<file path="src/rtl/vga_timing_if.sv">
// Pixel-enable input and raster timing outputs of the VGA timing generator.
// The generator uses the master modport; video-path consumers use the slave modport.
interface vga_timing_if;
  logic       ce;
  logic [9:0] hpos;
  logic [9:0] vpos;
  logic       display_on;
  logic       hsync;
  logic       vsync;
  logic       line_start;
  logic       frame_start;
  logic [7:0] frame_cnt;
  logic       hsync_d;
  logic       vsync_d;
  logic       display_on_d;

  modport master (
    input  ce,
    output hpos, vpos, display_on, hsync, vsync, line_start, frame_start,
           frame_cnt, hsync_d, vsync_d, display_on_d
  );

  modport slave (
    output ce,
    input  hpos, vpos, display_on, hsync, vsync, line_start, frame_start,
           frame_cnt, hsync_d, vsync_d, display_on_d
  );
endinterface

</file>
<file path="src/rtl/vga_timing_gen.sv">
// Free-running VGA raster timing generator: pixel coordinates, syncs,
// active-video flag, line/frame strobes, frame counter and delayed sync copies.
module vga_timing_gen #(
  parameter int unsigned H_ACTIVE   = 640,
  parameter int unsigned H_FP       = 16,
  parameter int unsigned H_SYNC     = 96,
  parameter int unsigned H_BP       = 48,
  parameter int unsigned V_ACTIVE   = 480,
  parameter int unsigned V_FP       = 10,
  parameter int unsigned V_SYNC     = 2,
  parameter int unsigned V_BP       = 33,
  parameter bit          SYNC_POL   = 1'b0,
  parameter int unsigned SYNC_DELAY = 0
) (
  input  logic clk,
  input  logic reset,
  vga_timing_if.master vga
);

  localparam int unsigned CW       = 10;
  localparam int unsigned PW       = 11;
  localparam int unsigned FW       = 8;
  localparam int unsigned H_TOTAL  = H_ACTIVE + H_FP + H_SYNC + H_BP;
  localparam int unsigned V_TOTAL  = V_ACTIVE + V_FP + V_SYNC + V_BP;
  localparam int unsigned HS_START = H_ACTIVE + H_FP;
  localparam int unsigned HS_END   = HS_START + H_SYNC;
  localparam int unsigned VS_START = V_ACTIVE + V_FP;
  localparam int unsigned VS_END   = VS_START + V_SYNC;

  logic          h_last;
  logic          v_last;
  logic [CW-1:0] h_nxt;
  logic [CW-1:0] v_nxt;
  logic [FW-1:0] f_nxt;
  logic          de_nxt;
  logic          hs_act_nxt;
  logic          vs_act_nxt;

  // Next raster position; levels are decoded from it so they register alongside the counters.
  always_comb begin
    h_last     = (vga.hpos == CW'(H_TOTAL - 1));
    v_last     = (vga.vpos == CW'(V_TOTAL - 1));
    h_nxt      = vga.hpos + CW'(1);
    v_nxt      = vga.vpos;
    f_nxt      = vga.frame_cnt;
    if (h_last) begin
      h_nxt = '0;
      if (v_last) begin
        v_nxt = '0;
        f_nxt = vga.frame_cnt + FW'(1);
      end else begin
        v_nxt = vga.vpos + CW'(1);
      end
    end
    de_nxt     = ({1'b0, h_nxt} < PW'(H_ACTIVE)) && ({1'b0, v_nxt} < PW'(V_ACTIVE));
    hs_act_nxt = ({1'b0, h_nxt} >= PW'(HS_START)) && ({1'b0, h_nxt} < PW'(HS_END));
    vs_act_nxt = ({1'b0, v_nxt} >= PW'(VS_START)) && ({1'b0, v_nxt} < PW'(VS_END));
  end

  // Reset parks the raster on its last pixel so the first tick lands on (0,0).
  always_ff @(posedge clk) begin
    if (reset) begin
      vga.hpos        <= CW'(H_TOTAL - 1);
      vga.vpos        <= CW'(V_TOTAL - 1);
      vga.frame_cnt   <= '1;
      vga.display_on  <= 1'b0;
      vga.hsync       <= ~SYNC_POL;
      vga.vsync       <= ~SYNC_POL;
      vga.line_start  <= 1'b0;
      vga.frame_start <= 1'b0;
    end else begin
      vga.line_start  <= vga.ce && h_last;
      vga.frame_start <= vga.ce && h_last && v_last;
      if (vga.ce) begin
        vga.hpos       <= h_nxt;
        vga.vpos       <= v_nxt;
        vga.frame_cnt  <= f_nxt;
        vga.display_on <= de_nxt;
        vga.hsync      <= hs_act_nxt ? SYNC_POL : ~SYNC_POL;
        vga.vsync      <= vs_act_nxt ? SYNC_POL : ~SYNC_POL;
      end
    end
  end

  // Monitor-facing copies realigned with downstream registered pixel pipelines.
  if (SYNC_DELAY == 0) begin : g_no_delay
    assign vga.hsync_d      = vga.hsync;
    assign vga.vsync_d      = vga.vsync;
    assign vga.display_on_d = vga.display_on;
  end else begin : g_delay
    logic [2:0] stage_q [SYNC_DELAY];

    always_ff @(posedge clk) begin
      if (reset) begin
        for (int i = 0; i < int'(SYNC_DELAY); i++) begin
          stage_q[i] <= {~SYNC_POL, ~SYNC_POL, 1'b0};
        end
      end else if (vga.ce) begin
        stage_q[0] <= {vga.hsync, vga.vsync, vga.display_on};
        for (int i = 1; i < int'(SYNC_DELAY); i++) begin
          stage_q[i] <= stage_q[i-1];
        end
      end
    end

    assign {vga.hsync_d, vga.vsync_d, vga.display_on_d} = stage_q[SYNC_DELAY-1];
  end

endmodule

</file>
<file path="src/flat_wrapper.sv">
// flat-port wrapper written by rule: the top's interface ports become plain ports
module vga_timing_gen_flat 
#(
  parameter int unsigned H_ACTIVE   = 640,
  parameter int unsigned H_FP       = 16,
  parameter int unsigned H_SYNC     = 96,
  parameter int unsigned H_BP       = 48,
  parameter int unsigned V_ACTIVE   = 480,
  parameter int unsigned V_FP       = 10,
  parameter int unsigned V_SYNC     = 2,
  parameter int unsigned V_BP       = 33,
  parameter bit          SYNC_POL   = 1'b0,
  parameter int unsigned SYNC_DELAY = 0
)
  (clk, reset, vga_ce, vga_hpos, vga_vpos, vga_display_on, vga_hsync, vga_vsync, vga_line_start, vga_frame_start, vga_frame_cnt, vga_hsync_d, vga_vsync_d, vga_display_on_d);
  vga_timing_if vga_i ();
  input  logic clk;
  input  logic reset;
  input wire logic [$bits(vga_i.ce)-1:0] vga_ce;
  output wire logic [$bits(vga_i.hpos)-1:0] vga_hpos;
  output wire logic [$bits(vga_i.vpos)-1:0] vga_vpos;
  output wire logic [$bits(vga_i.display_on)-1:0] vga_display_on;
  output wire logic [$bits(vga_i.hsync)-1:0] vga_hsync;
  output wire logic [$bits(vga_i.vsync)-1:0] vga_vsync;
  output wire logic [$bits(vga_i.line_start)-1:0] vga_line_start;
  output wire logic [$bits(vga_i.frame_start)-1:0] vga_frame_start;
  output wire logic [$bits(vga_i.frame_cnt)-1:0] vga_frame_cnt;
  output wire logic [$bits(vga_i.hsync_d)-1:0] vga_hsync_d;
  output wire logic [$bits(vga_i.vsync_d)-1:0] vga_vsync_d;
  output wire logic [$bits(vga_i.display_on_d)-1:0] vga_display_on_d;
  assign vga_i.ce = vga_ce;
  assign vga_hpos = vga_i.hpos;
  assign vga_vpos = vga_i.vpos;
  assign vga_display_on = vga_i.display_on;
  assign vga_hsync = vga_i.hsync;
  assign vga_vsync = vga_i.vsync;
  assign vga_line_start = vga_i.line_start;
  assign vga_frame_start = vga_i.frame_start;
  assign vga_frame_cnt = vga_i.frame_cnt;
  assign vga_hsync_d = vga_i.hsync_d;
  assign vga_vsync_d = vga_i.vsync_d;
  assign vga_display_on_d = vga_i.display_on_d;
  vga_timing_gen #(.H_ACTIVE(H_ACTIVE), .H_FP(H_FP), .H_SYNC(H_SYNC), .H_BP(H_BP), .V_ACTIVE(V_ACTIVE), .V_FP(V_FP), .V_SYNC(V_SYNC), .V_BP(V_BP), .SYNC_POL(SYNC_POL), .SYNC_DELAY(SYNC_DELAY)) u_core (.clk(clk), .reset(reset), .vga(vga_i));
endmodule
</file>
<file path="config.mk">
export PLATFORM = sky130hd
export DESIGN_NAME = vga_timing_gen_flat
export DESIGN_NICKNAME = d
export VERILOG_FILES = /design/src/rtl/vga_timing_if.sv /design/src/rtl/vga_timing_gen.sv /design/src/flat_wrapper.sv
export SDC_FILE = /design/constraint.sdc
export NUM_CORES = 1
export LEC_CHECK = 0
export ABC_AREA = 1
export CAP_MARGIN = 20
export CORE_ASPECT_RATIO = 0.75
export CORE_UTILIZATION = 35
export CTS_CLUSTER_SIZE = 10
export DETAILED_ROUTE_END_ITERATION = 12
export SLEW_MARGIN = 20
export SYNTH_ARGS = -nofsm -noshare
export SYNTH_HDL_FRONTEND = slang
export SYNTH_SLANG_ARGS = --single-unit
</file>
<file path="constraint.sdc">
create_clock -name clk -period 5 [get_ports clk]
set_input_delay 1 -clock clk [delete_from_list [all_inputs] [get_ports clk]]
set_output_delay 1 -clock clk [all_outputs]
set_load 0.01 [all_outputs]
</file>
==> results by stage, run 1 <==
Die:
- The number of rows created at floorplan is 23.
- The horizontal extent of the die is 88.0 um.
- 39 I/O pins were placed.
- The overall die height is between 60 and 70 um.
- The initial utilization of the core area, before any placement, comes to 36.3%.
- The area enclosed by the die boundary is a little under 0.006 mm2.
- The core region is around 0.0054 mm2.

Detailed routing:
- For this run, design rule violations remaining after detail routing come to 0.
- The count of nets left with antenna violations after detail routing is 0.
- Dividing the detail-routed wire length by the instance count gives 11.5 um.
- Summed over all layers, the routed wires come to between 4000 and 5000 um.
- After detailed routing, the number of vias per cell comes to 4.67.
- The length of the first detailed-routing pass in iterations is 4.
- The total vias in the final route is around 1.8k.
- The violation count after the first detailed-route iteration is ~120.

Clock network:
- The number of buffers inserted during clock tree synthesis is 5.
- The count of clock tree sinks is 33.
- The clock passes through at most 2 buffers.
- The number of gates resized after CTS is 0.
- The H-tree was split into 2 levels.
- The hold-fix buffer count after cts is 0.
- The clock tree from TritonCTS is done.
- After clock tree synthesis, the setup repair step added 0 buffers.
- After clock tree synthesis, the clock-pin slew on the worst setup and hold paths is ~70 ps.
- The cell sitting at the root of the clock tree is a sky130_fd_sc_hd__clkbuf_8.
- The later-pin clock latency in the skew report is 290 ps.

Worst setup path:
- The endpoint of the most critical setup path is u_core.vga.vpos[0]$_SDFFE_PP0P_.
- The arrival time of data at the critical path endpoint is 3060 ps.
- The category of the worst setup path launch point is an input port.
- In this run the worst setup path begins at vga_ce.
- The category of the critical setup timing path is in -> reg.
- In this run the critical register-to-register path is captured at u_core.vga.frame_cnt[6]$_SDFFE_PP1P_.
- Along the worst path, the maximum fanout reaches 23.
- Across all register-to-register paths, the minimum setup slack is between 2000 and 3000 ps.
- The worst endpoint required time is ~5100 ps.
- The startpoint identified for the worst register-to-register timing path is u_core.vga.hpos[0]$_SDFFE_PP1P_.
- The worst setup path is captured at a flip-flop.
- The number of cells on the worst reg-to-reg path is 12.

Layout:
- The ratio of cells with drive above 1 in the final layout is under 10%.
- After routing the design area is 0.00248 mm2.
- Leaving out filler cells and counting taps, the final layout contains slightly below 400.
- Relative to the synthesized area, the layout overhead comes to 28.0%.
- The final layout contains approximately 330 nets.
- Leaving out fill and tap cells, the most frequent cells in the layout are sky130_fd_sc_hd__nand2_1, sky130_fd_sc_hd__clkdlybuf4s50_1, sky130_fd_sc_hd__dfxtp_1, sky130_fd_sc_hd__inv_1, sky130_fd_sc_hd__nand3_1.
- Leaving out fill and tap cells, the most frequent cell in the layout is sky130_fd_sc_hd__nand2_1.
- The antenna diode count is 0.

GRT:
- The via count of the first global-routing pass is around 1.6k.
- The initial antenna violation count came to 0.
- Entering global routing, the biggest net connects 24 pins.
- The global route total overflow is 0.
- The overall track demand over capacity in global routing is about 17%.
- The global-route wire length before repair is between 7000 and 8000 um.

Pwr:
- The ratio of total power to cell area is ~300 mW/mm2.
- The peak ir drop on the vdd network is roughly 130 uV.
- The static leakage is around 0.0011 uW.

STA:
- The final hold violation count is 0.
- In the final timing run, aggregate negative setup slack is 0 ps.
- Across all setup checks in the final design, the least slack found is between 2000 and 2500 ps.
- The upper clock frequency limit is roughly 340 MHz.
- For the pin with the worst max-slew slack, the measured transition is between 700 and 800 ps.
- Setup repair after global routing left no endpoint under its margin.
- The final period utilization is about 58%.
- The final clock skew is 8.10 ps.
- The max-slew headroom at the worst pin is about 47%.
- The count of pins over their slew limit is 0.
- The number of failing setup endpoints in the final timing report is 0.
- Subtracting the final worst setup slack from the clock period gives 2910 ps.

Logic synthesis:
- Ranked by total cell area, the synthesized netlist is headed by sky130_fd_sc_hd__dfxtp_1, sky130_fd_sc_hd__nand2_1, sky130_fd_sc_hd__inv_1.
- When the netlist entered floorplanning its net count stood at 292.
- The share of the Yosys chip area taken by registers is approximately 34%.
- The synthesized area divided by synthesized cell count is 6.83 um2.
- The area share of the largest cell type after synthesis is 34.0%.
- The number of warning messages in the yosys log is 0.
- Counting every instance in the synthesized netlist gives ~280.
- The largest area contributor in the netlist is sky130_fd_sc_hd__dfxtp_1.
- The cell area that synthesis handed to floorplanning was 0.00194 mm2.
- Synthesis inferred 33 register bits.
- The count of different cell masters after synthesis is 36.

Place:
- The congestion estimate from routability-driven global placement came to about 0.8.
- The number of buffers added on ports is 38.
- In this run the cell area measured after placement is between 0.002 and 0.0025 mm2.
- The HPWL reported at the end of detailed placement is approximately 3200 um.
- In this run, placement finished with an instance count of 386.
- Prior to clock tree synthesis, the placed netlist has a worst setup slack of around 1800 ps.

Run status:
- The flow ran to the end, and the final reports show no timing, DRC or antenna violations.

Worst hold path:
- The worst min-delay path class is reg -> reg.

Job:
- The number of max-cap violations is 0.
## logic make-up after synthesis
logic type                 Yosys count  share of synthesized area (%)
xor gates and xnor gates             6                           2.71
buffers and inverters               46                           10.3
and+or+nand+nor                    150                           37.5
DFF                                 33                           34.0
AOI/OAI and AO/OA                   44                           12.3
adders and majority gates            5                           3.22
## per-stage QoR
stage / total power (uW) / util [%] / hold WS [ps]
global placement: 468 / 43.9 / 477
global route: 801 / 46.4 / 540
floorplan: 414 / - / 501
detailed placement: 469 / 43.9 / 499
finish: 763 / 46.4 / 499
CTS: 770 / 46.4 / 509
## registers in the layout, summed over array words and instances (netlist names)
name,count
u_core.vga.hpos,10
u_core.vga.vpos,10
u_core.vga.frame_cnt,8
u_core.vga.display_on,1
u_core.vga.frame_start,1
u_core.vga.hsync,1
u_core.vga.line_start,1
u_core.vga.vsync,1
## cell usage after synthesis (all sizes together)
cell type / n
nor3: 2
nor2: 28
ha: 5
xor2: 6
a21o: 2
buf: 5
dfxtp: 33
nand2: 84
a31o: 1
nor4: 1
o31ai: 1
nand3: 24
clkinv: 1
a21oi: 18
o21ai: 19
o21bai: 1
a211oi: 1
or2: 3
clkbuf: 6
o211ai: 1
nand4: 8
inv: 34
## area by class of cell
type	count	area (um2)
clock buffers	5	68.8
fillers	542	2870
flip-flops and latches	33	661
multi-input cells	205	1080
inverters	35	134
well taps	75	93.8
repair buffers	38	380
clock inverters	3	65.1
## critical path, cell delays in order
cell and delay, ps:
sky130_fd_sc_hd__clkdlybuf4s50_1 980, sky130_fd_sc_hd__inv_1 550, sky130_fd_sc_hd__nor2_1 250, sky130_fd_sc_hd__inv_1 90, sky130_fd_sc_hd__a21oi_1 120, sky130_fd_sc_hd__a211oi_1 60
## metal layers
metal | vias to the layer above | global-route usage (%) | share of wire [%]
met5 | - | 0 | 0
met4 | 0 | 4.92 | 0.86
met3 | 5 | 4.09 | 5.4
met2 | 40 | 23.9 | 41
met1 | 814 | 25.2 | 53
li1 | 980 | - | -
## worst min-delay path by stage
stage	startpoint	end	cells past startpoint
CTS	u_core.vga.frame_cnt[6]$_SDFFE_PP1P_	u_core.vga.frame_cnt[6]$_SDFFE_PP1P_	2
global route	u_core.vga.frame_cnt[6]$_SDFFE_PP1P_	u_core.vga.frame_cnt[6]$_SDFFE_PP1P_	2
detailed placement	u_core.vga.frame_cnt[6]$_SDFFE_PP1P_	u_core.vga.frame_cnt[6]$_SDFFE_PP1P_	2
global placement	u_core.vga.frame_cnt[6]$_SDFFE_PP1P_	u_core.vga.frame_cnt[6]$_SDFFE_PP1P_	2
finish	u_core.vga.frame_cnt[6]$_SDFFE_PP1P_	u_core.vga.frame_cnt[6]$_SDFFE_PP1P_	2
floorplan	u_core.vga.frame_cnt[6]$_SDFFE_PP1P_	u_core.vga.frame_cnt[6]$_SDFFE_PP1P_	2
## power by group
part / internal [uW] / switching [uW] / leakage [uW] / total [uW]
logic: 65.8 / 93.2 / 0.000804 / 159
registers: 279 / 24.2 / 0.000271 / 303
clock network: 198 / 103 / 0.0000681 / 301
No activity file was read; power rests on OpenSTA's default activity.
==> run 2, diff against run 1 <==
==> constraint.sdc (replaced) <==
create_clock -name clk -period 2.7 [get_ports clk]
set_input_delay 0.54 -clock clk [delete_from_list [all_inputs] [get_ports clk]]
set_output_delay 0.54 -clock clk [all_outputs]
set_load 0.01 [all_outputs]
==> run 2 against run 1 <==
Core utilization rose by 0.42 points. Setup slack got worse by 1400 ps. Via count did not move. Clock power rose by 86%. Design area rose by 0.91%. Register-to-register slack got worse by 2200 ps. Die area did not move. Combinational power rose by 87%. Critical path type is now reg -> reg. Largest cell class unchanged. Highest routed layer unchanged.
==> results by stage, run 2 (synthesis results as in run 1) <==
Run status:
- Result of the run: completed (unchanged).

Detailed routing:
- The count of nets left with antenna violations after detail routing is 0 (unchanged).
- The violation count after the first detailed-route iteration came to 83 (was 119).
- The length of the first detailed-routing pass in iterations was 4 (unchanged).
- The detailed-route wire length per cell was 11.4 um (was 11.5 um).
- The vias per cell is 4.63 (was 4.67).
- The total vias in the final route is 1839 (unchanged).
- The routed wire length came to 4520 um (about the same).
- The DRC violation count after routing is 0 (unchanged).

Pwr:
- The total power consumption of the routed design is 1420 uW (was 763 uW).
- The ratio of total power to cell area is 565 mW/mm2 (was 307 mW/mm2).
- The static leakage is 0.00116 uW (was 0.00114 uW).
- The peak ir drop on the vdd network came to 304 uV (was 128 uV).

Layout:
- The total non-filler cell area in the finished layout is 0.00251 mm2 (was 0.00248 mm2).
- The antenna diode count is 0 (unchanged).
- Most frequent cells in the layout: sky130_fd_sc_hd__nand2_1, sky130_fd_sc_hd__clkdlybuf4s50_1, sky130_fd_sc_hd__dfxtp_1, sky130_fd_sc_hd__inv_1, sky130_fd_sc_hd__nand3_1 (unchanged).
- The ratio of cells with drive above 1 in the final layout came to 9.01% (was 8.15%).
- The final-layout fill cell count was 562 (was 542).
- The area growth from synthesis to layout is 29.1% (was 28.0%).
- The leading cell type in the layout, fill and taps excluded is sky130_fd_sc_hd__nand2_1 (unchanged).
- The number of nets in the finished design is 329 (was 326).
- Biggest regs: u_core.vga.hpos x10, u_core.vga.vpos x10, u_core.vga.frame_cnt x8 (unchanged).
- The final core area utilization is 46.8% (was 46.4%).

Clock network:
- The register clock-pin slew on the reported worst setup and hold paths came to 80 ps (was 70 ps).
- The number of buffers inserted during clock tree synthesis is 5 (unchanged).
- The number of gates resized after CTS is 0 (unchanged).
- The CTS root buffer was sky130_fd_sc_hd__clkbuf_8 (unchanged).
- The hold-fix buffer count after cts is 0 (unchanged).
- The count of clock tree sinks was 33 (unchanged).
- The maximum buffer depth of the clock tree is 2 (unchanged).
- The post-CTS setup-driven buffer insertion count is 0 (unchanged).
- The H-tree level count came to 2 (unchanged).
- The clock tree from TritonCTS is done (unchanged).
- The later-pin clock latency in the skew report is 290 ps (about the same).

Job:
- The number of max-cap violations is 0 (unchanged).

Worst setup path:
- Chain of cells forming the critical path: ha_1 > nand2_2 > nor2_8 > nand4_4 > nor2_4 > nand2_4 > nor2_4 > nand2_2 > clkinv_1 > nand3_1 > nand2_1 > nand3_1 (was clkdlybuf4s50_1 > inv_1 > nor2_1 > inv_1 > a21oi_1 > a211oi_1).
- The worst endpoint required time is 2870 ps (was 5140 ps).
- The cell at the slowest stage of the critical path is sky130_fd_sc_hd__dfxtp_1 (was sky130_fd_sc_hd__clkdlybuf4s50_1).
- The arrival time of data at the critical path endpoint is 2150 ps (was 3060 ps).
- The sort of element at the end of the critical path is a flip-flop (unchanged).
- The largest stage delay on the critical path is 460 ps (was 980 ps).
- The worst reg-to-reg setup slack is 720 ps (was 2890 ps).
- The endpoint of the lowest-slack register-to-register path was u_core.vga.frame_cnt[6]$_SDFFE_PP1P_ (unchanged).
- The launching element of the worst setup path is u_core.vga.hpos[0]$_SDFFE_PP1P_ (was vga_ce).
- The category of the critical setup timing path is reg -> reg (was in -> reg).
- The top fanout value on the critical path is 9 (was 23).
- The number of cells on the worst reg-to-reg path is 12 (unchanged).
- The endpoint of the most critical setup path is u_core.vga.frame_cnt[6]$_SDFFE_PP1P_ (was u_core.vga.vpos[0]$_SDFFE_PP0P_).
- The start of the worst register-to-register path was u_core.vga.hpos[0]$_SDFFE_PP1P_ (unchanged).
- The category of the worst setup path launch point is a flip-flop (was input port).

Place:
- The number of buffers added on ports is 38 (unchanged).
- The placer congestion estimate is 0.878 (was 0.816).
- The total placed instance area came to 0.00237 mm2 (was 0.00235 mm2).
- The HPWL reported at the end of detailed placement is 3310 um (was 3240 um).

STA:
- Unrepaired setup endpoints after global routing: no (unchanged).
- The upper clock frequency limit is around 500 MHz.
- The number of failing setup endpoints in the final timing report was 0 (unchanged).
- The final period utilization is between 70% and 80%.
- The count of pins over their slew limit is 0 (unchanged).
- The sum of negative setup slack is 0 ps (unchanged).
- The final hold violation count is 0 (unchanged).
- The max-slew headroom at the worst pin is 65.0% (was 47.1%).
- The final clock skew came to 6.84 ps (was 8.10 ps).
- For the finished layout, the period the worst path requires is between 1500 and 2000 ps.
- The worst hold-check slack is 498 ps (was 499 ps).
- The slew at the pin closest to its max-slew limit is 525 ps (was 791 ps).

GRT:
- The overall track demand over capacity in global routing was 17.1% (was 17.0%).
- The initial antenna violation count is 0 (unchanged).
- The maximum number of pins on one net before global-route repair came to 21 (was 24).
- The global-route wire length before repair came to 7670 um (was 7580 um).
- The global route total overflow is 0 (unchanged).
- The via count of the first global-routing pass is 1619 (was 1594).

Die:
- The I/O pin count is 39 (unchanged).
- The effective utilization at floorplan came to 36.3% (unchanged).
- The number of rows created at floorplan is 23 (unchanged).
- The horizontal extent of the die is 88.0 um (unchanged).
- The area enclosed by the die boundary is 0.00585 mm2 (unchanged).
- The core region area was 0.00535 mm2 (unchanged).
- The overall die height came to 66.5 um (unchanged).

Worst hold path:
- The hold path startpoint is u_core.vga.display_on$_SDFFE_PP0P_ (was u_core.vga.frame_cnt[6]$_SDFFE_PP1P_).
- The worst min-delay path class is reg -> reg (unchanged).
[run 2: routing by layer]
| layer | vias to the layer above | global-route usage (%) | part of all wire [%] |
|---|---|---|---|
| li1 | 984 | - | - |
| met2 | 32 | 23.9 | 41 |
| met3 | 6 | 3.97 | 4.1 |
| met4 | 0 | 6.15 | 0.80 |
| met1 | 817 | 25.0 | 54 |
| met5 | - | 0 | 0 |
[run 2: worst max-delay path: cells and delay by family, from the launching register on]
family | cells | cell delay, ps
buf+inv | 1 | 60
flops | 1 | 460
fa+ha+maj | 1 | 250
simple gates | 10 | 1090
[run 2: layout make-up]
type                            count  area (um2)  share of cell area, %
Tap cell                           75        93.8                   3.74
Clock buffer                        5        68.8                   2.75
Inverter                           35         134                   5.34
Timing Repair Buffer               41         403                   16.1
Clock inverter                      3        65.1                   2.60
Multi-Input combinational cell    205        1080                   43.1
Sequential cell                    33         661                   26.4
[run 2: where the power goes]
part / internal [uW] / switching [uW]
clock network: 367 / 193
registers: 516 / 43.4
logic: 125 / 173
total: 1010 / 410
[run 2: worst min path at each step]
stage / cells after the start / endpoint
CTS: 2 / u_core.vga.frame_cnt[6]$_SDFFE_PP1P_
global route: 2 / u_core.vga.frame_cnt[6]$_SDFFE_PP1P_
global placement: 2 / u_core.vga.frame_cnt[6]$_SDFFE_PP1P_
floorplan: 2 / u_core.vga.frame_cnt[6]$_SDFFE_PP1P_
finish: 2 / u_core.vga.display_on$_SDFFE_PP0P_
detailed placement: 2 / u_core.vga.frame_cnt[6]$_SDFFE_PP1P_
[run 2: stage by stage]
step,instances,setup slack [ps]
final,397,719
after global routing,397,466
after CTS,397,694
after detailed placement,389,709
after global placement,389,745
after floorplan,284,846
